==> src/rtl/mips_muldiv_seq_if.sv <==
// mips_muldiv_seq_if: ALU operand/result bundle; the sequencer is master, the ALU slave.
interface mips_muldiv_seq_if #(parameter int XLEN = 32);
  logic [3:0]      alu_ctl;
  logic [XLEN-1:0] alu_a;
  logic [XLEN-1:0] alu_b;
  logic [XLEN-1:0] alu_out;
  logic            alu_zero;
  logic            alu_ovf;
  modport master(output alu_ctl, alu_a, alu_b, input alu_out, alu_zero, alu_ovf);
  modport slave(input alu_ctl, alu_a, alu_b, output alu_out, alu_zero, alu_ovf);
endinterface

==> src/rtl/mips_muldiv_seq.sv <==
// mips_muldiv_seq: multicycle HI/LO MULTU/DIVU sequencer, one shared-ALU add/sub per iteration.
// Define MULDIV_SIGNED_EN to make op 10/11 signed MULT/DIV via sign fix-up around the unsigned core.
module mips_muldiv_seq #(parameter int XLEN = 32) (
  input  logic              clk,
  input  logic              rst_n,
  input  logic              start,
  input  logic [1:0]        op,
  input  logic [XLEN-1:0]   rs_val,
  input  logic [XLEN-1:0]   rt_val,
  output logic              busy,
  output logic              done,
  output logic [XLEN-1:0]   hi,
  output logic [XLEN-1:0]   lo,
  mips_muldiv_seq_if.master alu
);
  localparam logic [3:0] ADD = 4'b0010, SUB = 4'b0110, NOR = 4'b1100;
  localparam int CW = $clog2(XLEN);
  localparam logic [CW-1:0] CMAX = CW'(XLEN - 1);
  typedef enum logic [2:0] {IDLE, ITER, DONE, PREP1, PREP2, FIX1, FIX2} state_t;
  state_t state;
  logic [CW-1:0] cnt;
  logic [XLEN-1:0] p_hi, p_lo, b_reg, np_hi, np_lo, h_s;
  logic mul, dz, dz0, msb, a_m, b_m, s_m, cy, q, fix;
  assign dz0 = op[0] && rt_val == '0;
  assign msb = p_hi[XLEN-1];
  assign h_s = {p_hi[XLEN-2:0], p_lo[XLEN-1]};
  assign a_m = alu.alu_a[XLEN-1];
  assign b_m = alu.alu_b[XLEN-1];
  assign s_m = alu.alu_out[XLEN-1];
  // unsigned carry / no-borrow rebuilt from MSBs since the ALU exposes only signed overflow
  assign cy = (a_m & b_m) | ((a_m | b_m) & ~s_m);
  assign q = msb | (a_m & ~b_m) | ((a_m | ~b_m) & ~s_m);
`ifdef MULDIV_SIGNED_EN
  logic sa, sb, sgn, lz;
  logic unused;
  assign unused = alu.alu_ovf;
  assign fix = sgn && !dz;
`else
  logic unused;
  assign unused = ^{op[1], alu.alu_zero, alu.alu_ovf};
  assign fix = 1'b0;
`endif
  always_comb begin
    alu.alu_ctl = ADD;
    alu.alu_a = '0;
    alu.alu_b = '0;
    if (state == ITER && !dz) begin
      alu.alu_ctl = mul ? ADD : SUB;
      alu.alu_a = mul ? p_hi : h_s;
      alu.alu_b = b_reg;
    end
`ifdef MULDIV_SIGNED_EN
    if (state == PREP1 || state == FIX1) begin
      alu.alu_ctl = SUB;
      alu.alu_b = p_lo;
    end
    if (state == PREP2) begin
      alu.alu_ctl = SUB;
      alu.alu_b = b_reg;
    end
    if (state == FIX2) begin
      alu.alu_ctl = (mul && !lz) ? NOR : SUB;
      alu.alu_a = (mul && !lz) ? p_hi : '0;
      alu.alu_b = p_hi;
    end
`endif
  end
  always_comb begin
    np_hi = p_hi;
    np_lo = p_lo;
    if (state == ITER && !dz) begin
      np_hi = mul ? (p_lo[0] ? {cy, alu.alu_out[XLEN-1:1]} : {1'b0, p_hi[XLEN-1:1]}) : (q ? alu.alu_out : h_s);
      np_lo = mul ? {p_lo[0] ? alu.alu_out[0] : p_hi[0], p_lo[XLEN-1:1]} : {p_lo[XLEN-2:0], q};
    end
`ifdef MULDIV_SIGNED_EN
    if ((state == PREP1 && sa) || (state == FIX1 && (sa ^ sb))) np_lo = alu.alu_out;
    if (state == FIX2 && (mul ? sa ^ sb : sa)) np_hi = alu.alu_out;
`endif
  end
  always_ff @(posedge clk or negedge rst_n) begin
    if (!rst_n) begin
      state <= IDLE;
      cnt <= '0;
      p_hi <= '0;
      p_lo <= '0;
      b_reg <= '0;
      mul <= 1'b0;
      dz <= 1'b0;
      busy <= 1'b0;
      done <= 1'b0;
      hi <= '0;
      lo <= '0;
`ifdef MULDIV_SIGNED_EN
      sa <= 1'b0;
      sb <= 1'b0;
      sgn <= 1'b0;
      lz <= 1'b0;
`endif
    end else begin
      done <= 1'b0;
      p_hi <= np_hi;
      p_lo <= np_lo;
      case (state)
        IDLE: if (start) begin
          busy <= 1'b1;
          mul <= ~op[0];
          dz <= dz0;
          b_reg <= rt_val;
          p_hi <= dz0 ? rs_val : '0;
          p_lo <= dz0 ? '1 : rs_val;
          cnt <= dz0 ? CMAX : '0;
`ifdef MULDIV_SIGNED_EN
          sgn <= op[1];
          sa <= op[1] & rs_val[XLEN-1];
          sb <= op[1] & rt_val[XLEN-1];
          state <= (op[1] && !dz0) ? PREP1 : ITER;
`else
          state <= ITER;
`endif
        end
        ITER: begin
          cnt <= cnt == CMAX ? '0 : cnt + 1'b1;
          if (cnt == CMAX) begin
            state <= fix ? FIX1 : DONE;
            done <= !fix;
            if (!fix) begin
              hi <= np_hi;
              lo <= np_lo;
            end
          end
        end
`ifdef MULDIV_SIGNED_EN
        PREP1: state <= PREP2;
        PREP2: begin
          b_reg <= sb ? alu.alu_out : b_reg;
          state <= ITER;
        end
        FIX1: begin
          lz <= alu.alu_zero;
          state <= FIX2;
        end
        FIX2: begin
          state <= DONE;
          done <= 1'b1;
          hi <= np_hi;
          lo <= np_lo;
        end
`endif
        DONE: begin
          state <= IDLE;
          busy <= 1'b0;
        end
        default: state <= IDLE;
      endcase
    end
  end
endmodule

==> src/flat_wrapper.sv <==
// flat-port wrapper written by rule: the top's interface ports become plain ports
module mips_muldiv_seq_flat 
#(parameter int XLEN = 32)
  (clk, rst_n, start, op, rs_val, rt_val, busy, done, hi, lo, alu_alu_ctl, alu_alu_a, alu_alu_b, alu_alu_out, alu_alu_zero, alu_alu_ovf);
  mips_muldiv_seq_if #(.XLEN(XLEN)) alu_i ();
  input  logic clk;
  input  logic rst_n;
  input  logic start;
  input  logic [1:0] op;
  input  logic [XLEN-1:0] rs_val;
  input  logic [XLEN-1:0] rt_val;
  output logic busy;
  output logic done;
  output logic [XLEN-1:0] hi;
  output logic [XLEN-1:0] lo;
  output wire logic [$bits(alu_i.alu_ctl)-1:0] alu_alu_ctl;
  output wire logic [$bits(alu_i.alu_a)-1:0] alu_alu_a;
  output wire logic [$bits(alu_i.alu_b)-1:0] alu_alu_b;
  input wire logic [$bits(alu_i.alu_out)-1:0] alu_alu_out;
  input wire logic [$bits(alu_i.alu_zero)-1:0] alu_alu_zero;
  input wire logic [$bits(alu_i.alu_ovf)-1:0] alu_alu_ovf;
  assign alu_alu_ctl = alu_i.alu_ctl;
  assign alu_alu_a = alu_i.alu_a;
  assign alu_alu_b = alu_i.alu_b;
  assign alu_i.alu_out = alu_alu_out;
  assign alu_i.alu_zero = alu_alu_zero;
  assign alu_i.alu_ovf = alu_alu_ovf;
  mips_muldiv_seq #(.XLEN(XLEN)) u_core (.clk(clk), .rst_n(rst_n), .start(start), .op(op), .rs_val(rs_val), .rt_val(rt_val), .busy(busy), .done(done), .hi(hi), .lo(lo), .alu(alu_i));
endmodule
==> config.mk <==
export PLATFORM = sky130hd
export DESIGN_NAME = mips_muldiv_seq_flat
export DESIGN_NICKNAME = d
export VERILOG_FILES = /design/src/rtl/mips_muldiv_seq_if.sv /design/src/rtl/mips_muldiv_seq.sv /design/src/flat_wrapper.sv
export SDC_FILE = /design/constraint.sdc
export NUM_CORES = 1
export LEC_CHECK = 0
export ABC_AREA = 0
export CAP_MARGIN = 5
export CORE_UTILIZATION = 45
export CTS_BUF_LIST = sky130_fd_sc_hd__clkbuf_4 sky130_fd_sc_hd__clkbuf_8
export CTS_CLUSTER_SIZE = 40
export DETAILED_ROUTE_END_ITERATION = 16
export HOLD_SLACK_MARGIN = 0.1
export PLACE_DENSITY = 0.74
export SETUP_SLACK_MARGIN = 0.3
export SYNTH_ARGS = -nofsm -noshare
export SYNTH_HDL_FRONTEND = slang
export SYNTH_SLANG_ARGS = --single-unit
==> constraint.sdc <==
create_clock -name clk -period 2.2 [get_ports clk]
set_clock_uncertainty 0.05 [all_clocks]
set_input_delay 0.22 -clock clk [delete_from_list [all_inputs] [get_ports clk]]
set_output_delay 0.22 -clock clk [all_outputs]
set_load 0.01 [all_outputs]
### Word-level counts from Yosys, hierarchy flattened

Cells that the tools add are included.

* $add $sub $neg: 1
* multipliers: 0
* div/mod/pow operators: 0
* magnitude comparators: 0
* equality and inequality tests: 5
* shift-type cells: 0
* muxes and demuxes: 29
* bitwise gates (word level): 12
* reductions and logical operators: 12

Operators with widths (count)
* two-way mux 32 bit: 15
* logical NOT 32 bit: 1
* two-way mux 5 bit: 3
* one-hot mux 5 bit (2 select lines): 1
* AND reduction 2 bit: 5
* two-way mux 3 bit: 3
* one-hot mux 3 bit (2 select lines): 1
* adder 5 x 1 -> 5 bit (second input constant): 1
* equality test 5 bit (second input constant): 1
* OR 1 bit: 5
* AND 1 bit: 4
* two-way mux 1 bit: 4
* two-way mux 4 bit: 1
* inequality test 2 bit (second input constant): 2
* nonzero test 2 bit: 2
* equality test 3 x 1 -> 1 bit (second input constant): 1
* equality test 3 x 2 -> 1 bit (second input constant): 1
* logical NOT 3 bit: 1
* NOT 1 bit: 3
* logical AND 1 bit: 2
* one-hot mux 1 bit (2 select lines): 1
* logical NOT 1 bit: 1

* register bits after elaboration: 172
* latch bits: 0
* bits in writable memories: 0
* ROM bits: 0
* input port bits: 103
* output and inout port bits: 134
* logic and storage cells: 70
* memories kept: 0

### Logic depth before layout (Yosys ltp)

* depth in word-level cells: 12
* depth in mapped cells: 8
* gate-level depth less buffers: 7

### Least setup slack after synthesis

Ideal clock, no wire load.

* path kind: register -> output
* from: reg u_core.state[1]
* to: out alu_alu_a[10]
* arrival: 1.714 ns
* required time: 1.930 ns
* setup slack: 0.216 ns
* cell stages (with the launch flop): 7
* buffers on the path: 4
* cells stage by stage: dfrtp_1 or3b_1 buf_4 clkbuf_1 clkbuf_1 clkbuf_1 nor2_1

* cells in the longest elaborated chain, start to end: 3

Ends and longest elaborated chain
* start: declaration: line mips_muldiv_seq.sv:20 `state_t state;`
* start signal: assignment: line mips_muldiv_seq.sv:124 `state <= fix ? FIX1 : DONE;`
* equality test 3 x 1 -> 1 bit: line mips_muldiv_seq.sv:47 `if (state == ITER && !dz) begin`
* logical AND 1 bit: line mips_muldiv_seq.sv:47
* two-way mux 32 bit: line mips_muldiv_seq.sv:47
* end: declaration: line flat_wrapper.sv:17 `output wire logic [$bits(alu_i.alu_a)-1:0] alu_alu_a;`

No other way between the ends.

### Worst setup path in the final report

* from: reg u_core.state[1]
* to: out alu_alu_a[31]

Same word-level chain as after synthesis.

==> flow_metrics.env <==
export IMPL_status="finished with violations"
export IMPL_violations="negative setup slack"
export IMPL_synth_warnings=0
export IMPL_cp_max_fo=7
export IMPL_hp_class="in -> async"
export IMPL_synth_top_cell_by_area="dfrtp_1"
export IMPL_max_freq_ghz=0.4516
export IMPL_layout_nets=1425
export IMPL_synth_avg_cell_area_sq_um=8.747
export IMPL_worstMarginPinSlew_ns=0.5774
export IMPL_drt_wl_total_um=32770
export IMPL_wl_met3_um=2097
export IMPL_dr_total_vias=9097
export IMPL_wl_met1_um=14050
export IMPL_synth_top_area_share_pct=45.81
export IMPL_syn_cell_area_sq_mm=0.009341
export IMPL_coreArea_sq_mm=0.02030
export IMPL_critPathSlowestCell="or3b_4"
export IMPL_critPathCaptureType="output pin"
export IMPL_num_fill_cells=1468
export IMPL_antenna_found_initial=2
export IMPL_multi_input_area_sq_mm=0.005702
export IMPL_required_ns=1.93
export IMPL_critPathBufInv=3
export IMPL_topRoutingLayerUsed="met5"
export IMPL_crit_path_start_kind="register"
export IMPL_gp_congestion=0.8392
export IMPL_crit_family="simple AND/OR/NAND/NOR gates"
export IMPL_area_growth_syn_to_layout_pct=55.48
export IMPL_slew_limit_headroom_pct=60.41
export IMPL_p_total_w=0.02119
export IMPL_synthFlopType="dfrtp_1"
export IMPL_cts_tree="done"
export IMPL_worst_ir_drop_vdd_mv=0.8924
export IMPL_drt_iter0_drc=796
export IMPL_drv_cap=0
export IMPL_grt_start_max_net_pins=97
export IMPL_insertion_delay_ns=0.48
export IMPL_synth_seq_area_share_pct=45.81
export IMPL_portBuffers=230
export IMPL_rows=52
export IMPL_dr_pass1_iters=5
export IMPL_wl_per_cell_um=20.43
export IMPL_grt_pass1_vias=8230
export IMPL_path_cells="or3b_4 -> buf_6 -> buf_4 -> a21oi_2 -> buf_2"
export IMPL_period_minus_slack_ns=2.215
export IMPL_drc_errors=0
export IMPL_synth_cells=1068
export IMPL_synth_area_leaders="dfrtp_1, mux2i_1, nand2_1"
export IMPL_synth_edf_count=0
export IMPL_root_buffer="clkbuf_8"
export IMPL_num_io_pins=237
export IMPL_place_hpwl_um=19430
export IMPL_clock_sinks=171
export IMPL_path_clk_slew_ns=0.10
export IMPL_crit_type="reg -> out"
export IMPL_htreeDepth=4
export IMPL_drive_gt1_share_pct=29.11
export IMPL_grt_usage_pct=27.49
export IMPL_hold_viol=0
export IMPL_slew_violations=0
export IMPL_fin_util_pct=71.55
export IMPL_grt_pass1_wl_um=45560
export IMPL_synth_seq_cells=171
export IMPL_die_area_sq_mm=0.02134
export IMPL_rsz0062_at_grt="true"
export IMPL_die_w_um=146.1
export IMPL_holdWs_ns=0.1908
export IMPL_power_density_mw_per_mm2=1459
export IMPL_async_flop_share_pct=100.0
export IMPL_start_util_pct=46.02
export IMPL_yosysUniqueCellTypes=43
export IMPL_pre_cts_slack_ns=-0.03852
export IMPL_leakage_nw=6.409
export IMPL_worst_path_largest_cell_delay_ns=0.52
export IMPL_ant_nets=0
export IMPL_fin_crit_sh_pct=100.7
export IMPL_tns_ns=-0.02462
export IMPL_die_h_um=146.1
export IMPL_wl_met2_um=15620
export IMPL_ff_latch_area_sq_mm=0.004284
export IMPL_vias_per_cell=5.671
export IMPL_worstPathArrival_ns=1.94
export IMPL_setup_viol=3
export IMPL_cts_buffer_depth=2
export IMPL_cts_made_buffers=17
export IMPL_grt_ovfl_total=0
export IMPL_setup_slack_ns=-0.01450
## cells in the mapped netlist, types with 2 or more instances
cell and number:
mux2_4 30, a22oi_1 31, a21oi_1 73, mux2i_1 92
nor4_1 6, o211ai_1 2, o21ai_0 101, ha_1 2
nand3_1 2, buf_1 8, inv_1 6, and3_1 2
nand4_1 3, nor2_1 131, nor3_1 3, clkbuf_1 61
buf_2 14, buf_4 5, a31oi_1 63, nand2_1 204
dfrtp_1 171, conb_1 2, nand2b_1 4, buf_6 3
and2_1 31
## metrics by stage
stage,cells,instance area [sq um]
after floorplan,1069,9437
after global placement,1517,12220
after detailed placement,1517,12220
after CTS,1580,13180
after global routing,1604,14520
final,1604,14520
## per-layer routing
layer  track usage (%)  vias to the layer above
met5                 0                        -
met4             8.854                        2
met3             5.906                       75
met2             41.29                      353
met1             39.56                     4452
li1                  -                     4215
## layout by cell type, fill, tap and decap left out, drive strengths merged, types with 2 or more instances in the layout
cell	count
clkbuf	25
and3	2
clkdlybuf4s50	164
inv	14
nor4	6
a22oi	31
clkinvlp	3
mux2i	92
o21ai	103
a31oi	63
a21oi	74
nor3	3
nand4	3
nand2	204
dfrtp	171
ha	2
nand2b	4
clkinv	5
bufbuf	2
conb	3
buf	148
o211ai	2
mux2	30
nand3	2
nor2	132
and2	31
## worst reg2reg max path: stages (launching register included)
cell and delay [ns]:
dfrtp_1 0.41, or3b_4 0.52, buf_6 0.18, o21ai_4 0.16, a21oi_4 0.10, buf_12 0.18
mux2_4 0.33, a31oi_2 0.20
## final timing paths
path / slack (ns) / cells after the start / endpoint / start
worst max-delay path: -0.01 / 5 / alu_alu_a[31] / u_core.state[1]
worst min-delay path: 0.19 / 2 / u_core.b_reg[14] / rst_n
worst max register to register: -0.01 / 7 / u_core.p_hi[5] / u_core.state[1]
worst min register to register: 0.43 / 2 / u_core.b_reg[3] / u_core.b_reg[3]
max in group asynchronous: 1.21 / 3 / u_core.mul / rst_n
min in group clk: 0.24 / 3 / u_core.b_reg[25] / rt_val[25]
## cell type report
| cell class | count | area share [%] |
|---|---|---|
| Sequential cell | 171 | 29.50 |
| Clock buffer | 17 | 1.611 |
| Timing Repair Buffer | 323 | 26.05 |
| Inverter | 7 | 0.1809 |
| Antenna cell | 1 | 0.01723 |
| Clock inverter | 15 | 1.060 |
| Tap cell | 270 | 2.326 |
| Multi-Input combinational cell | 800 | 39.26 |
## report_power, final
part,switching (W),internal [W]
Sequential,0.00119,0.00427
Combinational,0.00646,0.00707
Clock,0.00137,0.000843
Total,0.00902,0.0122
## timing repair
item | CTS | global route
cloned | 6 | 11
hold buffers | 1 | 0
hold endpoints to repair | 171 | 0
endpoints found under the setup margin | 126 | 195
pin swaps | 61 | 86
gates resized for setup | 371 | 277
setup buffers | 24 | 12
## cells by family (layout without fill, tap and decap cells)
kind of cell	after synthesis	count (layout)	share of synthesized area [%]
flops	171	171	45.81
buf+inv	98	362	4.567
other cells	2	4	0.08039
mux	122	122	14.68
simple gates	393	393	17.47
fa+ha+maj	2	2	0.2678
compound gates	280	280	17.13
No activity file was read; power rests on OpenSTA's default activity.
